===== src/rtl/mem_arbiter_pkg.sv =====
// Shared state encoding and port indices for the two-master RAM arbiter.
package mem_arbiter_pkg;

    typedef enum logic [1:0] {
        IDLE = 2'd0,
        BUSY = 2'd1,
        DONE = 2'd2
    } state_t;

    localparam logic PORT_M0 = 1'b0;
    localparam logic PORT_M1 = 1'b1;

endpackage


===== src/rtl/rr_arb2.sv =====
// Two-input winner select: round-robin on ties, or m0-first when
// MEM_ARBITER_FIXED_PRIO_EN is defined (no last-granted input then).
module rr_arb2
    import mem_arbiter_pkg::*;
(
    input  logic [1:0] req,
`ifndef MEM_ARBITER_FIXED_PRIO_EN
    input  logic       last,
`endif
    output logic       win
);

`ifdef MEM_ARBITER_FIXED_PRIO_EN
    assign win = (req[1] && !req[0]) ? PORT_M1 : PORT_M0;
`else
    // m1 wins alone, or on a tie when m0 was served last
    assign win = (req[1] && (!req[0] || last == PORT_M0))
               ? PORT_M1 : PORT_M0;
`endif

endmodule


===== src/rtl/mem_arbiter.sv =====
// Two-master single-port RAM arbiter, one access per two cycles.
// Define MEM_ARBITER_FIXED_PRIO_EN for fixed m0 priority on ties.
module mem_arbiter
    import mem_arbiter_pkg::*;
#(
    parameter int ADDR_W = 12,
    parameter int DATA_W = 32
) (
    input  logic                clk,
    input  logic                reset,
    input  logic                m0_req,
    input  logic                m0_we,
    input  logic [ADDR_W-1:0]   m0_addr,
    input  logic [DATA_W-1:0]   m0_wdata,
    input  logic [DATA_W/8-1:0] m0_be,
    output logic                m0_gnt,
    output logic                m0_done,
    output logic [DATA_W-1:0]   m0_rdata,
    input  logic                m1_req,
    input  logic                m1_we,
    input  logic [ADDR_W-1:0]   m1_addr,
    input  logic [DATA_W-1:0]   m1_wdata,
    input  logic [DATA_W/8-1:0] m1_be,
    output logic                m1_gnt,
    output logic                m1_done,
    output logic [DATA_W-1:0]   m1_rdata,
    output logic                ram_en,
    output logic [DATA_W/8-1:0] ram_we,
    output logic [ADDR_W-1:0]   ram_addr,
    output logic [DATA_W-1:0]   ram_wdata,
    input  logic [DATA_W-1:0]   ram_rdata
);

    localparam int BE_W = DATA_W / 8;

    state_t state;
    logic   win;
    logic   cur;
    logic   we_l;

    logic              sel_we;
    logic [ADDR_W-1:0] sel_addr;
    logic [DATA_W-1:0] sel_wdata;
    logic [BE_W-1:0]   sel_be;

`ifdef MEM_ARBITER_FIXED_PRIO_EN
    rr_arb2 u_arb (
        .req ({m1_req, m0_req}),
        .win (win)
    );
`else
    logic last;

    rr_arb2 u_arb (
        .req  ({m1_req, m0_req}),
        .last (last),
        .win  (win)
    );
`endif

    assign sel_we    = (win == PORT_M1) ? m1_we    : m0_we;
    assign sel_addr  = (win == PORT_M1) ? m1_addr  : m0_addr;
    assign sel_wdata = (win == PORT_M1) ? m1_wdata : m0_wdata;
    assign sel_be    = (win == PORT_M1) ? m1_be    : m0_be;

    // RAM data lands in the DONE cycle, so read data is steered, not stored
    assign m0_rdata = (m0_done && !we_l) ? ram_rdata : '0;
    assign m1_rdata = (m1_done && !we_l) ? ram_rdata : '0;

    always_ff @(posedge clk) begin
        if (reset) begin
            state     <= IDLE;
            cur       <= PORT_M0;
            we_l      <= 1'b0;
            m0_gnt    <= 1'b0;
            m1_gnt    <= 1'b0;
            m0_done   <= 1'b0;
            m1_done   <= 1'b0;
            ram_en    <= 1'b0;
            ram_we    <= '0;
            ram_addr  <= '0;
            ram_wdata <= '0;
`ifndef MEM_ARBITER_FIXED_PRIO_EN
            last      <= PORT_M1;
`endif
        end else if (state == BUSY) begin
            state   <= DONE;
            m0_gnt  <= 1'b0;
            m1_gnt  <= 1'b0;
            ram_en  <= 1'b0;
            ram_we  <= '0;
            m0_done <= (cur == PORT_M0);
            m1_done <= (cur == PORT_M1);
        end else begin
            m0_done <= 1'b0;
            m1_done <= 1'b0;
            if (m0_req || m1_req) begin
                state     <= BUSY;
                cur       <= win;
                we_l      <= sel_we;
                m0_gnt    <= (win == PORT_M0);
                m1_gnt    <= (win == PORT_M1);
                ram_en    <= 1'b1;
                ram_we    <= sel_we ? sel_be : '0;
                ram_addr  <= sel_addr;
                ram_wdata <= sel_wdata;
`ifndef MEM_ARBITER_FIXED_PRIO_EN
                last      <= win;
`endif
            end else begin
                state  <= IDLE;
                m0_gnt <= 1'b0;
                m1_gnt <= 1'b0;
                ram_en <= 1'b0;
                ram_we <= '0;
            end
        end
    end

endmodule


===== config.mk =====
export PLATFORM = sky130hd
export DESIGN_NAME = mem_arbiter
export DESIGN_NICKNAME = d
export VERILOG_FILES = /design/src/rtl/mem_arbiter_pkg.sv /design/src/rtl/rr_arb2.sv /design/src/rtl/mem_arbiter.sv
export SDC_FILE = /design/constraint.sdc
export NUM_CORES = 1
export LEC_CHECK = 0
export ABC_AREA = 1
export CORE_MARGIN = 4
export CORE_UTILIZATION = 35
export CTS_BUF_LIST = sky130_fd_sc_hd__clkbuf_16
export CTS_CLUSTER_DIAMETER = 30
export DETAILED_ROUTE_END_ITERATION = 6
export PLACE_DENSITY_LB_ADDON = 0.1
export SLEW_MARGIN = 20
export SYNTH_ARGS = -nofsm -noshare
export SYNTH_HDL_FRONTEND = slang
export SYNTH_SLANG_ARGS = --single-unit

===== constraint.sdc =====
create_clock -name clk -period 2.78 [get_ports clk]
set_clock_uncertainty 0.2 [all_clocks]
set_input_delay 0.417 -clock clk [delete_from_list [all_inputs] [get_ports clk]]
set_output_delay 0.417 -clock clk [all_outputs]
set_load 0.01 [all_outputs]

=== Word-level counts from Yosys, hierarchy flattened ===
Index checks and enable logic that the tools add are counted.

* Bits in registers: 58
* Bits of input ports: 134
* Output and inout bits: 117
* Word-level logic and storage cells: 42

* Equality and inequality tests: 1
* Multiplexer cells: 10
* Bitwise gates (word level): 6
* Reduce and logical (&&, ||, !) cells: 12

{| class="wikitable"
|+ Operator list
! cell !! count
|-
| $mux 32 || 3
|-
| $mux 12 || 1
|-
| $not 1->1 || 6
|-
| $mux 1 || 4
|-
| $mux 4 || 1
|-
| $reduce_or 2->1 || 2
|-
| $reduce_or 4->1 || 1
|-
| $logic_and 1x1->1 || 3
|-
| $reduce_or 3->1 || 1
|-
| $eq 2x1->1 const B || 1
|-
| $logic_not 1->1 || 2
|-
| $logic_or 1x1->1 || 2
|-
| $mux 2 || 1
|-
| $reduce_and 2->1 || 1
|}

=== Longest topological paths before layout ===
Gate-level depths: netlist (run 1).

* Depth in word-level cells: 7
* Mapped depth: 8
* Depth with buffers taken out: 7

=== Hierarchy ===
A second synthesis (run 1) with hierarchy kept.

* Cells, all modules: 500
* Area total of the unflattened synthesis: 3,036.7 um^2

{| class="wikitable"
|+ By module, submodules not included
! module !! instances !! cells each !! area each (um^2)
|-
| mem_arbiter || 1 || 498 || 3,024.2
|-
| rr_arb2 || 1 || 2 || 12.5
|}

=== Worst setup path before layout (run 1) ===
OpenSTA, ideal clock, no wires.

* Kind: register to output
* From: register m0_done
* To: output m0_rdata[10]
* Arrival: 851 ps
* Setup slack: 1,312 ps
* Cell stages (with the launch flop): 4
* Buffers on the path: 1
* Cell sequence: dfxtp_1 nand2_1 clkbuf_1 nor2_1

* Cells in the longest elaborated chain, start to end: 2

{| class="wikitable"
|+ Ends and longest elaborated chain
! what !! RTL line !! source
|-
| from (decl) || mem_arbiter.sv:17 || <nowiki>output logic m0_done,</nowiki>
|-
| from (signal assigned) || mem_arbiter.sv:92 || <nowiki>m0_done <= (cur == PORT_M0);</nowiki>
|-
| $logic_and 1x1->1 || mem_arbiter.sv:67 || <nowiki>assign m0_rdata = (m0_done && !we_l) ? ram_rdata : '0;</nowiki>
|-
| $mux 32 || mem_arbiter.sv:67 ||
|-
| to (decl) || mem_arbiter.sv:18 || <nowiki>output logic [DATA_W-1:0] m0_rdata,</nowiki>
|}

No other way between the ends.

=== Worst setup path after layout (run 1) ===
* From: register we_l
* To: output m0_rdata[8]

* Cells in the longest elaborated chain, start to end: 3

{| class="wikitable"
|+ Ends and longest elaborated chain
! what !! RTL line !! source
|-
| from (decl) || mem_arbiter.sv:39 || <nowiki>logic we_l;</nowiki>
|-
| from (signal assigned) || mem_arbiter.sv:100 || <nowiki>we_l <= sel_we;</nowiki>
|-
| $logic_not 1->1 || mem_arbiter.sv:67 ||
|-
| $logic_and 1x1->1 || mem_arbiter.sv:67 ||
|-
| $mux 32 || mem_arbiter.sv:67 ||
|}

No other way between the ends.

==> flow_summary.yaml, run 1 <==
die:
  core_um2: 8340
  io_pins: 251
  row_count: 33
  fp.dieH_um: 101
  dieArea_um2: 10200
  initial_core_util_pct: 36.4
  die_x_um: 101
route:
  first_pass_iters: 5
  avgViaCountPerCell: 4.79
  antenna_left: 0
  drc_errors: 0
  drtIter0Drc: 313
  wl_per_cell_um: 15.1
  vias: 4093
  wirelength_mm: 12.9
power_and_ir_drop:
  p_sw_w: 0.000741
  pwr-share-clk_pct: 42.0
  p_total_w: 0.00292
  power_density_nw_per_um2: 489
  seq_power_share_pct: 32.1
  ir_worst_vdd_mv: 0.321
  leakage_nw: 2.72
  internal_power_w: 0.00217
  p_sw_share_pct: 25.4
  pwr-share-comb_pct: 25.8
timing:
  rsz0062_at_grt: "false"
  finalCritPeriodShare_pct: 91.0
  max_freq_mhz: 395
  finalHoldViolCount: 0
  final-setup-viol-count: 0
  layout_min_cycle_time_ns: 2.53
  drv_slew: 0
  fin_tns_setup_ns: 0
  slew_headroom_pct: 57.4
  worstMarginPinSlew_ns: 0.638
final_layout:
  instances_no_fill: 854
  final_cell_mix: "clkdlybuf4s50_1 (250), nor2_1 (158), nand3_1 (78), inv_1 (70), dfxtp_1 (57)"
  synthToLayoutAreaGrowth_pct: 96.3
  postLayoutCellArea_um2: 5960
  layout-drive-gt1-share_pct: 4.14
  n_antenna_cell: 0
  final_common_cell: "clkdlybuf4s50_1"
  final_util_pct: 71.5
  num-nets-final: 878
critical_path:
  crit_family: "buffers and inverters"
  crit_path_max_fanout: 20
  critPathMaxStageDelay_ns: 0.56
  critPathLaunchType: "flip-flop"
  path_buf_inv: 3
  critPathSlowestCell: "clkdlybuf4s50_1"
  path_cells: "inv_1 -> nand2_1 -> buf_4 -> nor2_1 -> clkdlybuf4s50_1"
  reg2reg_from: "state[1]"
  cp.required_ns: 2.16
  cp-startpoint: "we_l"
  r2r_slack_ns: 1.01
  arrival_ns: 1.91
  cp-end-kind: "primary output"
  crit_type: "flip-flop to primary output"
cts:
  clk_pin_slew_ns: 0.05
  cts.repair.resized: 0
  insertion_delay_ns: 0.31
  cts_tree: "done"
  cts_made_buffers: 9
  postCtsSetupBuffers: 0
  cts-root-buf: "clkbuf_16"
  clk_path_buf_depth: 2
  htreeDepth: 3
  clock-sinks: 57
  holdBufCountCts: 0
placed_design:
  gp_congestion: 0.892
  dp_cells: 838
  dp_hpwl_mm: 10.2
  dpl_cell_area_um2: 5630
  io_buffer_count: 250
global_route:
  grt_overflow: 0
  grt_pass1_wl_mm: 19.6
  grt_max_degree: 47
  grt_pass1_vias: 3825
  grt_antenna_before_repair: 1
  grt_usage_pct: 24.4
synthesis:
  avgSynthCellArea_um2: 6.00
  synth_xor_area_share_pct: 0
  synthAdderAreaFrac_pct: 0
  synth_fp_nets: 640
  synth_seq_area_share_pct: 37.6
  yosys-mux-area-fraction_pct: 0
  synth_compound_area_share_pct: 4.95
  ys_top_cells_by_area: "dfxtp_1 (38%), nor2_1 (20%), nand3_1 (13%)"
  yosys_warnings: 0
  synth_seq_cells: 57
  synth_top_family_by_area: "simple AND/OR/NAND/NOR gates"
  yosys.area.top_type_share_pct: 37.6
  yosys.area_share.simple_pct: 43.6
  synth_cell_types: 16
  synthCells: 506
  yosys.area.top_type: "dfxtp_1"
  syn-cell-area_um2: 3040
flow_run:
  maxCapViolCount: 0
hold_path:
  min_path_type: "flip-flop to flip-flop"
  hp-start: "cur"
outcome:
  outcome: "finished, final reports clean"
[through the flow]
step	hold WS (ns)	worst slack (ns)
after global placement	0.235	0.462
final	0.245	0.251
after global routing	0.281	0.0681
after floorplan	0.212	1.31
after CTS	0.251	0.241
after detailed placement	0.244	0.468
[worst paths after layout]
path	endpoint	cells after the start
max	m0_rdata[8]	5
min	m0_done	1
max reg2reg	ram_wdata[27]	7
min reg2reg	m0_done	1
[power by group through the flow]
stage	combinational, W	clock, W	sequential [W]
after floorplan	0.000270	0	0.000984
after global placement	0.000744	0	0.000950
after detailed placement	0.000754	0	0.000952
after CTS	0.000759	0.00125	0.000937
after global routing	0.000822	0.00130	0.000946
final	0.000753	0.00123	0.000937
[sequential cells by signal (all words and copies together), names as in the netlist]
| signal | count |
|---|---|
| m0_gnt | 1 |
| m0_done | 1 |
| ram_addr | 12 |
| ram_we | 4 |
| m1_gnt | 1 |
| last | 1 |
| ram_wdata | 32 |
| m1_done | 1 |
| cur | 1 |
| we_l | 1 |
| state | 2 |
[cell families after synthesis]
| family | count (synthesis) |
|---|---|
| AND/OR/NAND/NOR | 312 |
| buffers and inverters | 107 |
| flip-flops | 57 |
| AO/OA/AOI/OAI | 30 |
[per-layer routing]
layer / global-route usage, % / vias up / share of wire (%)
li1: - / 2040 / -
met1: 25.2 / 1824 / 34
met2: 44.2 / 190 / 52
met3: 8.03 / 37 / 10
met4: 11.7 / 2 / 4.0
met5: 0 / - / 0.15
[cell usage after synthesis]
library cell,count
dfxtp_1,57
buf_1,2
a21oi_1,1
buf_2,7
inv_2,2
nand2_1,54
nand3_1,78
inv_1,70
nor3b_1,1
o21ai_0,29
nor2_2,4
nor2_1,158
nand4_1,15
clkbuf_1,23
nor3_1,2
buf_4,3
[layout make-up]
class | count | area, um2
Clock buffer | 9 | 225
Clock inverter | 7 | 109
Fill cell | 687 | 2380
Inverter | 72 | 270
Multi-Input combinational cell | 342 | 1480
Sequential cell | 57 | 1140
Tap cell | 105 | 131
Timing Repair Buffer | 262 | 2610
Power figures use the tool's default switching activity.
==> run 2, diff against run 1 <==
- TNS_END_PERCENT: unset -> 20
==> results of run 2 <==
Final layout, timing and power as in run 1 (identical DEF).
==> run 3, diff against run 2 <==
- GPL_TIMING_DRIVEN: unset -> 0
==> flow_summary.yaml, run 3 (synthesis results as in run 1) <==
critical_path:
  cp-end-kind: "primary output"
  r2r_slack_ns: 1.09
  crit_path_max_fanout: 10
  reg2reg_from: "last"
  cp-startpoint: "we_l"
  cp.required_ns: 2.16
  arrival_ns: 1.86
  timing.rr.end: "cur"
  rr_worst_depth: 6
  critPathLaunchType: "flip-flop"
  crit_type: "flip-flop to primary output"
final_layout:
  top_register: "ram_wdata"
  n_antenna_cell: 0
  layout-drive-gt1-share_pct: 3.50
  final_util_pct: 71.0
  instances_no_fill: 876
  final_common_cell: "clkdlybuf4s50_1"
  synthToLayoutAreaGrowth_pct: 95.1
  reg_top3: "ram_wdata x32, ram_addr x12, ram_we x4"
  largest_reg_flops: 32
  seqCellArea_um2: 1140
  final_cell_mix: "clkdlybuf4s50_1 (250), nor2_1 (158), nand3_1 (78), inv_1 (71), dfxtp_1 (57)"
  fill_cells: 723
  multi_input_area_um2: 1470
  num-nets-final: 901
cts:
  clk_path_buf_depth: 2
  htreeDepth: 3
  postCtsSetupBuffers: 0
  insertion_delay_ns: 0.31
  cts_made_buffers: 9
  cts-root-buf: "clkbuf_16"
  holdBufCountCts: 0
  cts.repair.resized: 0
  clock-sinks: 57
  cts_tree: "done"
  clk_pin_slew_ns: 0.05
power_and_ir_drop:
  p_total_w: 0.00264
  power_density_nw_per_um2: 446
  seq_power_share_pct: 35.5
  leakage_nw: 2.69
  pwr-share-clk_pct: 35.6
  p_sw_share_pct: 28.3
  p_sw_w: 0.000747
  internal_power_w: 0.00189
  ir_worst_vdd_mv: 0.343
  pwr-share-comb_pct: 29.0
die:
  die_x_um: 101
  initial_core_util_pct: 36.4
  fp.dieH_um: 101
  core_um2: 8340
  io_pins: 251
  dieArea_um2: 10200
  row_count: 33
timing:
  drv_slew: 0
  final-setup-viol-count: 0
  finalCritPeriodShare_pct: 89.0
  max_freq_mhz: 404
  rsz0062_at_grt: "false"
  finalHoldViolCount: 0
  worstMarginPinSlew_ns: 0.548
  layout_min_cycle_time_ns: 2.47
  slew_headroom_pct: 63.4
  fin_ws_ns: 0.307
  fin_tns_setup_ns: 0
route:
  wl_per_cell_um: 15.5
  wirelength_mm: 13.6
  drc_errors: 0
  drtIter0Drc: 245
  avgViaCountPerCell: 4.76
  antenna_left: 0
  vias: 4166
  first_pass_iters: 4
outcome:
  outcome: "finished, final reports clean"
placed_design:
  gp_congestion: 0.915
  dp_cells: 861
  io_buffer_count: 250
  dp_hpwl_mm: 11.1
  post-place-ws_ns: 0.386
global_route:
  grt_pass1_wl_mm: 20.8
  grt_usage_pct: 25.8
  grt_max_degree: 11
  grt_overflow: 0
  grt_pass1_vias: 4108
  grt_antenna_before_repair: 0
flow_run:
  maxCapViolCount: 0
hold_path:
  min_to: "m0_done"
  hp-start: "cur"
  min_path_type: "flip-flop to flip-flop"
  holdPathStages: 1
[run 3: changes by cell type in the layout (fill, tap and decap cells not counted), sizes merged]
cell	previous run	this run
clkinv	3	4
clkbuf	9	32
inv	72	73
bufinv	3	0
[run 3: worst max-delay path by stage]
stage,slack (ns),endpoint,cells after the start
after floorplan,1.31,m0_rdata[10],3
after global placement,0.41,cur,6
after detailed placement,0.39,cur,6
after CTS,0.28,m1_rdata[10],5
after global routing,0.14,m0_rdata[13],5
final,0.31,m0_rdata[13],5
[run 3: area by class of cell]
type,instances,area share (%)
inverter,72,4.56
clock buffer,9,3.80
timing repair buffer,250,42.3
buffer,35,2.56
sequential,57,19.3
clock inverter,6,0.465
tap,105,2.22
multi-input combinational,342,24.9
[run 3: per-layer routing]
layer  track usage, %  vias to the layer above  routed length, um
met5                0                        -                  0
met1             25.9                     1875               4680
met3             11.3                       28               1490
li1                 -                     2089                  -
met2             46.7                      174               6970
met4             9.71                        0                465
[run 3: power by group through the flow]
stage	clock network, W	registers, W	logic, W
4_1_cts	0.000946	0.000936	0.000769
3_5_place_dp	0	0.000950	0.000766
6_report	0.000939	0.000936	0.000764
2_1_floorplan	0	0.000984	0.000270
3_3_place_gp	0	0.000949	0.000754
5_1_grt	0.000995	0.000945	0.000835
[run 3: through the flow]
stage | instance area (um2) | hold WS [ns]
after floorplan | 3040 | 0.212
after global placement | 5670 | 0.231
after detailed placement | 5670 | 0.236
after CTS | 5920 | 0.249
after global routing | 5920 | 0.284
final | 5920 | 0.251
[run 3: critical path, stage by stage (launching register included)]
cell and delay [ns]:
dfxtp_1 0.33, inv_1 0.05, nand2_1 0.15, clkbuf_1 0.38, nor2_1 0.08, clkdlybuf4s50_1 0.55
